### config.mk
export PLATFORM = sky130hd
export DESIGN_NAME = serial_adder
export DESIGN_NICKNAME = d
export VERILOG_FILES = /design/src/rtl/serial_adder.sv
export SDC_FILE = /design/constraint.sdc
export NUM_CORES = 1
export LEC_CHECK = 0
export ABC_AREA = 1
export CAP_MARGIN = 20
export CORE_MARGIN = 2
export CORE_UTILIZATION = 44
export CTS_CLUSTER_SIZE = 12
export DETAILED_ROUTE_END_ITERATION = 8
export PLACE_DENSITY = 0.72
export SYNTH_ARGS = -nofsm -noshare
export SYNTH_HDL_FRONTEND = slang
export SYNTH_SLANG_ARGS = --single-unit
### constraint.sdc
create_clock -name clk -period 1.3 [get_ports clk]
set_clock_uncertainty 0.2 [all_clocks]
set_input_delay 0.195 -clock clk [delete_from_list [all_inputs] [get_ports clk]]
set_output_delay 0.195 -clock clk [all_outputs]
set_load 0.01 [all_outputs]
### src/rtl/serial_adder.sv
// Bit-serial adder: loads two WIDTH-bit operands and a carry-in, adds one bit per clock.
// Optional macro SERIAL_ADDER_OVF_EN adds a two's-complement overflow output (ovf).
module serial_adder #(
    parameter int WIDTH = 8
) (
    input  logic             clk,
    input  logic             rst,
    input  logic             start,
    input  logic [WIDTH-1:0] a,
    input  logic [WIDTH-1:0] b,
    input  logic             c_in,
    output logic             busy,
    output logic             done,
    output logic [WIDTH-1:0] sum,
`ifdef SERIAL_ADDER_OVF_EN
    output logic             ovf,
`endif
    output logic             carry
);

    // state | meaning
    // IDLE  | waiting for start, last result held
    // SHIFT | one operand bit added per edge
    // DONE  | result just committed; start here chains the next add
    typedef enum logic [1:0] {IDLE, SHIFT, DONE} state_t;

    localparam int CW = $clog2(WIDTH + 1);
    localparam logic [CW-1:0] LAST = CW'(WIDTH - 1);

    state_t           state_q, state_d;
    logic [CW-1:0]    cnt_q;
    logic [WIDTH-1:0] a_q, b_q, work_q, sum_q;
    logic             cy_q, carry_q, done_q;
    logic             accept, last, s_bit, cout;
`ifdef SERIAL_ADDER_OVF_EN
    logic             ovf_q;
`endif

    assign accept = start && (state_q != SHIFT);
    assign last   = (state_q == SHIFT) && (cnt_q == LAST);
    assign s_bit  = a_q[0] ^ b_q[0] ^ cy_q;
    assign cout   = (a_q[0] & b_q[0]) | (a_q[0] & cy_q) | (b_q[0] & cy_q);

    always_ff @(posedge clk or posedge rst) begin
        if (rst) state_q <= IDLE;
        else     state_q <= state_d;
    end

    always_comb begin
        state_d = state_q;
        case (state_q)
            IDLE:    if (start) state_d = SHIFT;
            SHIFT:   if (last)  state_d = DONE;
            DONE:    state_d = start ? SHIFT : IDLE;
            default: state_d = IDLE;
        endcase
    end

    always_comb begin
        busy = (state_q == SHIFT);
    end

    always_ff @(posedge clk or posedge rst) begin
        if (rst) begin
            a_q     <= '0;
            b_q     <= '0;
            work_q  <= '0;
            sum_q   <= '0;
            cy_q    <= 1'b0;
            carry_q <= 1'b0;
            cnt_q   <= '0;
            done_q  <= 1'b0;
`ifdef SERIAL_ADDER_OVF_EN
            ovf_q   <= 1'b0;
`endif
        end else begin
            // done is registered off DONE, so it trails the result commit by one edge
            done_q <= (state_q == DONE);
            if (accept) begin
                a_q   <= a;
                b_q   <= b;
                cy_q  <= c_in;
                cnt_q <= '0;
            end else if (state_q == SHIFT) begin
                a_q    <= a_q >> 1;
                b_q    <= b_q >> 1;
                cy_q   <= cout;
                work_q <= {s_bit, work_q[WIDTH-1:1]};
                cnt_q  <= cnt_q + CW'(1);
                if (last) begin
                    sum_q   <= {s_bit, work_q[WIDTH-1:1]};
                    carry_q <= cout;
`ifdef SERIAL_ADDER_OVF_EN
                    ovf_q   <= cy_q ^ cout;
`endif
                end
            end
        end
    end

    assign done  = done_q;
    assign sum   = sum_q;
    assign carry = carry_q;
`ifdef SERIAL_ADDER_OVF_EN
    assign ovf   = ovf_q;
`endif

endmodule

==> results by group, run 1 <==
Status
  • Status: complete, but fails checks
  • Failing checks: setup timing

Yosys
  • Mapped Cells: 188
  • Ys Warns: 0
  • Post-Syn Area: 1703 um2
  • Post-synthesis register bit count: 40
  • Post-synth cell types: 18
  • Post-synthesis sequential area ratio: 0.5878
  • Syn Nets: 210
  • Syn Area/Cell: 9.058 um2

Global routing
  • Total track usage: 0.2370
  • Largest net degree at the start of global routing: 41
  • Vias in the first global route: 1565
  • First-pass GRT wire length: 7.452 mm
  • Initial antenna violation count: 0
  • Total grt overflow: 0

Floorplan
  • Core area: 3689 um2
  • Die Width: 66.21 um
  • Initial core utilization: 0.4617
  • Die area: 4384 um2
  • FP Rows: 22
  • I/O pin cnt: 31
  • Die Ht: 66.21 um

Critical path
  • Critical path class: reg -> reg
  • Nature of the critical path startpoint: flip-flop
  • Crit path DAT: 1.49 ns
  • Worst endpoint required time: 1.32 ns
  • Max Fanout on Critical Path: 2
  • Type of destination of the critical path: flip-flop

Run
  • Max Cap Viol: 0

Timing
  • Final setup viols: 36
  • Final Hold Viols: 0
  • Slew at the pin with the worst max-slew slack: 0.3325 ns
  • Crit path time final: 1.473 ns
  • Slew Viols, Final: 0
  • Peak Freq: 0.6788 GHz
  • Slew margin rel.: 0.7780
  • Slack of the critical path: -0.1732 ns
  • RSZ-0062 raised after global routing: yes
  • Fin crit share: 1.133

Clock network
  • Clk slew on worst S/H paths: 0.07 ns
  • Clk_lat worst skew: 0.30 ns
  • CTS H-tree depth: 2
  • CTS tree: done
  • Hold Buf Count CTS: 0
  • Num CTS Buffers: 5
  • Max clock buf depth: 2
  • Clk root buf: clkbuf_8
  • CTS sink cnt: 40

Drt
  • Final wirelength: 5.166 mm
  • DRT Pass-1 Iters: 4
  • Via count: 1604
  • Vias per std cell: 5.242
  • Post-route ant nets: 0
  • Iteration-0 DRC Markers: 109
  • # DRC: 0
  • WL per Instance: 16.88 um

Layout
  • Share of cells above drive strength 1: 0.5388
  • Fillers: 223
  • Area delta synth->final: 71.93%
  • Final Instance Count excl. Fillers: 306
  • Sequential cell area: 1001 um2
  • Finished Core Util: 0.7938
  • Multi-input logic area: 960.9 um2
  • # diodes: 0
  • Fin area: 2928 um2
  • Final Net Count: 279

Placement
  • RePlAce Congestion: 0.8474
  • Setup WS pre-CTS: -0.2169 ns
  • Placed cell area: 2200 um2
  • Placed insts: 279
  • HPWL Detailed: 2.420 mm
  • IO buf count: 30

Power
  • Power Dens Cells: 2325 nW/um2
  • Total Power: 6808 uW
  • Lkg Pwr: 0.001457 uW
  • Worst ir drop on vdd: 1.342 mV

Min path
  • Hold Crit Class: in -> async
==> per-layer routing <==
metal  routed length (um)  track usage  vias up
met5                    0            0        -
met4                  208       0.1429        0
met3                  254      0.07325       22
met2                 2566       0.3638       53
met1                 2137       0.2909      789
li1                     -            -      740
==> what timing repair did <==
action,4_1_cts,5_1_grt
endpoints found under the setup margin,46,44
pin swaps,12,9
buffers inserted,9,3
cloned,7,0
gates resized for setup,105,65
==> cell usage after synthesis <==
cell type	count	share of area
a21oi_1	1	0.0029
buf_2	3	0.0088
buf_4	1	0.0044
buf_6	2	0.013
clkbuf_1	2	0.0044
dfrtp_1	40	0.59
fa_1	1	0.012
ha_1	1	0.0073
inv_1	13	0.029
inv_2	2	0.0044
nand2_1	65	0.14
nand2_2	3	0.011
nand3_1	31	0.091
nor2_1	5	0.011
nor2_2	1	0.0037
o21ai_0	9	0.026
o21ai_2	7	0.036
o22ai_1	1	0.0037
==> per-stage QoR <==
stage | hold slack (ns) | setup TNS, ns
detailed placement | 0.2567 | -5.178
global placement | 0.2603 | -4.382
CTS | 0.08838 | -2.080
floorplan | -0.02618 | -0.6766
finish | 0.08399 | -3.367
global route | 0.1061 | -5.121
==> flip-flops by register name, indices dropped and copies added (netlist names), 2 cells and up <==
name / flops
a_q: 8
b_q: 8
cnt_q: 4
state_q: 2
sum: 8
work_q: 7
==> worst max-delay path, cell delays in order (launching register included) <==
cell	delay, ns
dfrtp_1	0.40
ha_2	0.19
nand2_2	0.09
nor2_4	0.05
buf_4	0.14
buf_6	0.10
buf_4	0.12
o22ai_2	0.11
==> power breakdown <==
part           leakage (uW)  internal, uW  switching, uW
sequential         0.000509          1770            399
combinational      0.000892          1750           1890
clock             0.0000552           569            429
==> cells in the final DEF (no fill, tap or decap) <==
| cell type | n |
|---|---|
| buf_4 | 22 |
| inv_1 | 9 |
| buf_6 | 9 |
| o21ai_1 | 6 |
| buf_2 | 9 |
| o21ai_2 | 10 |
| nand2_1 | 34 |
| clkdlybuf4s15_1 | 1 |
| bufinv_16 | 1 |
| dlymetal6s2s_1 | 1 |
| clkbuf_2 | 1 |
| a21oi_2 | 1 |
| o22ai_2 | 1 |
| nand2_8 | 4 |
| fa_2 | 1 |
| nand2_4 | 10 |
| buf_12 | 3 |
| clkbuf_8 | 5 |
| buf_16 | 4 |
| clkinv_2 | 1 |
| clkdlybuf4s50_1 | 18 |
| nor2_4 | 3 |
| inv_2 | 2 |
| clkinv_8 | 3 |
| nand3_4 | 1 |
| clkinvlp_4 | 1 |
| nand3_1 | 6 |
| nand2_2 | 21 |
| nand3_2 | 24 |
| inv_8 | 1 |
| ha_2 | 1 |
| dfrtp_1 | 40 |
| nor2_1 | 3 |
| clkbuf_1 | 1 |
==> logic make-up after synthesis <==
| group | count (synthesis) | share of synthesized area |
|---|---|---|
| AND/OR/NAND/NOR | 105 | 0.2601 |
| flip-flops | 40 | 0.5878 |
| buffers and inverters | 23 | 0.06393 |
| AO/OA/AOI/OAI | 18 | 0.06907 |
| adder cells (fa/ha/maj) | 2 | 0.01910 |
==> area by class of cell <==
class                           count  share of cell area
Inverter                           15             0.03333
Sequential cell                    40              0.3419
Timing Repair inverter              1            0.003846
Timing Repair Buffer               68              0.2355
Multi-Input combinational cell    126              0.3282
Tap cell                           48             0.02051
Clock buffer                        6             0.02479
Clock inverter                      2             0.01197
==> path summary, 6_finish.rpt <==
| kind | to | depth (start not counted) | from | slack, ns |
|---|---|---|---|---|
| worst max-delay path | state_q[0]$_DFFE_PP0P_ | 7 | cnt_q[0]$_DFFE_PP0P_ | -0.17 |
| worst min-delay path | sum[2]$_DFFE_PP0P_ | 3 | rst | 0.08 |
| worst max register to register | state_q[0]$_DFFE_PP0P_ | 7 | cnt_q[0]$_DFFE_PP0P_ | -0.17 |
| worst min register to register | a_q[7]$_DFFE_PP0P_ | 2 | a_q[7]$_DFFE_PP0P_ | 0.29 |
| max in group asynchronous | sum[4]$_DFFE_PP0P_ | 3 | rst | 0.62 |
| min in group clk | b_q[7]$_DFFE_PP0P_ | 3 | b[7] | 0.25 |
Power figures use the tool's default switching activity.
==> run 2: changes to the inputs <==
Settings changed: RECOVER_POWER set to 25, SLEW_MARGIN set to 20.
==> run 2 against run 1 <==
The flow still finishes with violations (setup timing). Final area fell by 0.43%. Clock power barely moved. Setup slack improved by 0.013 ns. Critical endpoint is now sum[1]$_DFFE_PP0P_.
==> results by group, run 2 (synthesis gave the netlist of run 1 again) <==
Timing
  • Fin crit share: 1.124 (-0.009674)
  • Peak Freq: 0.6846 GHz (+0.86%)
  • Slew Viols, Final: 0 (unchanged)
  • RSZ-0062 raised after global routing: yes
  • Crit path time final: 1.461 ns (-0.01258 ns)
  • Slack of the critical path: -0.1606 ns (+0.01258 ns)
  • Slew at the pin with the worst max-slew slack: 0.5324 ns (+0.1999 ns)
  • Final setup viols: 36 (unchanged)
  • Slew margin rel.: 0.6451 (-0.1329)
  • Final Hold Viols: 0 (unchanged)

Drt
  • Iteration-0 DRC Markers: 101 (-7.3%)
  • WL per Instance: 16.90 um (about the same)
  • Final wirelength: 5.170 mm (about the same)
  • Post-route ant nets: 0 (unchanged)
  • DRT Pass-1 Iters: 4 (unchanged)
  • WL met3: 228 um (-10%)
  • Vias per std cell: 5.160 (-1.6%)
  • WL met1: 2.166 mm (+1.4%)
  • Routed length on met2: 2.615 mm (+1.9%)
  • Via count: 1579 (-1.6%)
  • # DRC: 0 (unchanged)
  • Max layer used: met4

Layout
  • Share of cells above drive strength 1: 0.5388 (unchanged)
  • Final Net Count: 279 (unchanged)
  • Commonest cells after routing, fill and taps aside: 40 x dfrtp_1, 34 x nand2_1, 24 x nand3_2
  • # diodes: 0 (unchanged)
  • Most common cell after layout, fill and taps aside: dfrtp_1
  • Fillers: 225 (+0.90%)
  • Area delta synth->final: 71.20%

Critical path
  • Max Fanout on Critical Path: 6 (+4)
  • Type of destination of the critical path: flip-flop
  • Nature of the critical path startpoint: flip-flop
  • Worst endpoint required time: 1.29 ns (-0.03 ns)
  • Crit path DAT: 1.45 ns (-0.04 ns)
  • Critical path class: reg -> reg
  • Worst R2R Path Depth: 7 (unchanged)

Clock network
  • CTS sink cnt: 40 (unchanged)
  • Max clock buf depth: 2 (unchanged)
  • Num CTS Buffers: 5 (unchanged)
  • Clk root buf: clkbuf_8
  • CTS tree: done
  • Clk_lat worst skew: 0.31 ns (about the same)
  • Clk slew on worst S/H paths: 0.08 ns (about the same)
  • CTS H-tree depth: 2 (unchanged)

Floorplan
  • Die Ht: 66.21 um (unchanged)
  • Initial core utilization: 0.4617 (unchanged)
  • Core area: 3689 um2 (unchanged)
  • Die area: 4384 um2 (unchanged)
  • Die Width: 66.21 um (unchanged)
  • I/O pin cnt: 31 (unchanged)
  • FP Rows: 22 (unchanged)

Placement
  • Setup WS pre-CTS: -0.2169 ns (unchanged)
  • RePlAce Congestion: 0.8474 (unchanged)
  • IO buf count: 30 (unchanged)
  • HPWL Detailed: 2.420 mm (unchanged)

Global routing
  • First-pass GRT wire length: 7.452 mm (unchanged)
  • Vias in the first global route: 1565 (unchanged)
  • Largest net degree at the start of global routing: 41 (unchanged)
  • Initial antenna violation count: 0 (unchanged)
  • Total grt overflow: 0 (unchanged)
  • Total track usage: 0.2370 (unchanged)

Min path
  • Hold Crit Class: in -> reg
  • Hold Path Depth: 5

Status
  • Status: complete, but fails checks
  • Failing checks: setup timing

Power
  • Total Power: 6808 uW (about the same)
  • Lkg Pwr: 0.001452 uW (-0.31%)
  • Power Dens Cells: 2335 nW/um2 (+0.43%)
  • Worst ir drop on vdd: 1.339 mV (-0.24%)

Run
  • Max Cap Viol: 0 (unchanged)
## run 2: cell count changes in the layout (fill, tap and decap cells not counted), sizes merged
cell           change
clkdlybuf4s50      -1
dlygate4sd3        +1
buf                -1
clkbuf             +1
## run 2: report_power, final
part	internal (uW)	switching, uW	total (uW)	leakage [uW]
Sequential	1770	401	2170	0.000509
Combinational	1750	1890	3640	0.000888
Clock	569	436	1010	0.0000552
## run 2: worst paths after layout
check	startpoint	to	slack, ns
setup / recovery	cnt_q[0]$_DFFE_PP0P_	sum[1]$_DFFE_PP0P_	-0.16
hold / removal	start	a_q[7]$_DFFE_PP0P_	0.25
setup reg to reg	cnt_q[0]$_DFFE_PP0P_	sum[1]$_DFFE_PP0P_	-0.16
hold reg to reg	a_q[7]$_DFFE_PP0P_	a_q[7]$_DFFE_PP0P_	0.29
max in group asynchronous	rst	done$_DFF_PP0_	0.19
min in group asynchronous	rst	b_q[3]$_DFFE_PP0P_	0.34
## run 2: routing by layer
layer,track usage,up-vias
met5,0,-
met4,0.1429,0
met3,0.07325,17
met2,0.3638,51
met1,0.2909,773
li1,-,738
## run 2: cell type report
cell class | instances | area, um2 | share of cell area
multi-input combinational | 126 | 960.9 | 0.3296
sequential | 40 | 1001 | 0.3433
timing repair buffer | 68 | 676.9 | 0.2322
clock buffer | 6 | 72.57 | 0.02489
tap | 48 | 60.06 | 0.02060
timing repair inverter | 1 | 11.26 | 0.003863
inverter | 15 | 97.59 | 0.03348
clock inverter | 2 | 35.03 | 0.01202
## run 2: through the flow
stage	std cells	setup TNS (ns)	cell area, um2	util	hold slack, ns
6_report	306	-3.287	2915	0.7904	0.2468
2_1_floorplan	188	-0.6766	1709	-	-0.02618
4_1_cts	303	-2.080	2713	0.7354	0.08838
5_1_grt	306	-5.121	2915	0.7904	0.2560
3_5_place_dp	279	-5.178	2200	0.5963	0.2567
3_3_place_gp	279	-4.382	2200	0.5963	0.2603
## run 2: critical path: stages (launching register included)
cell     delay (ns)
dfrtp_1        0.37
ha_2           0.20
nand2_2        0.07
nor2_4         0.12
nand2_4        0.11
buf_12         0.16
nand2_2        0.06
o21ai_2        0.05
## run 2: repair_timing
action                                  CTS  global route
gates resized for setup                 105            65
hold buffers                              0             0
endpoints found under the setup margin   46            44
pin swaps                                12             9
setup buffers                             9             3
cloned                                    7             0
endpoints found under the hold margin     0             0
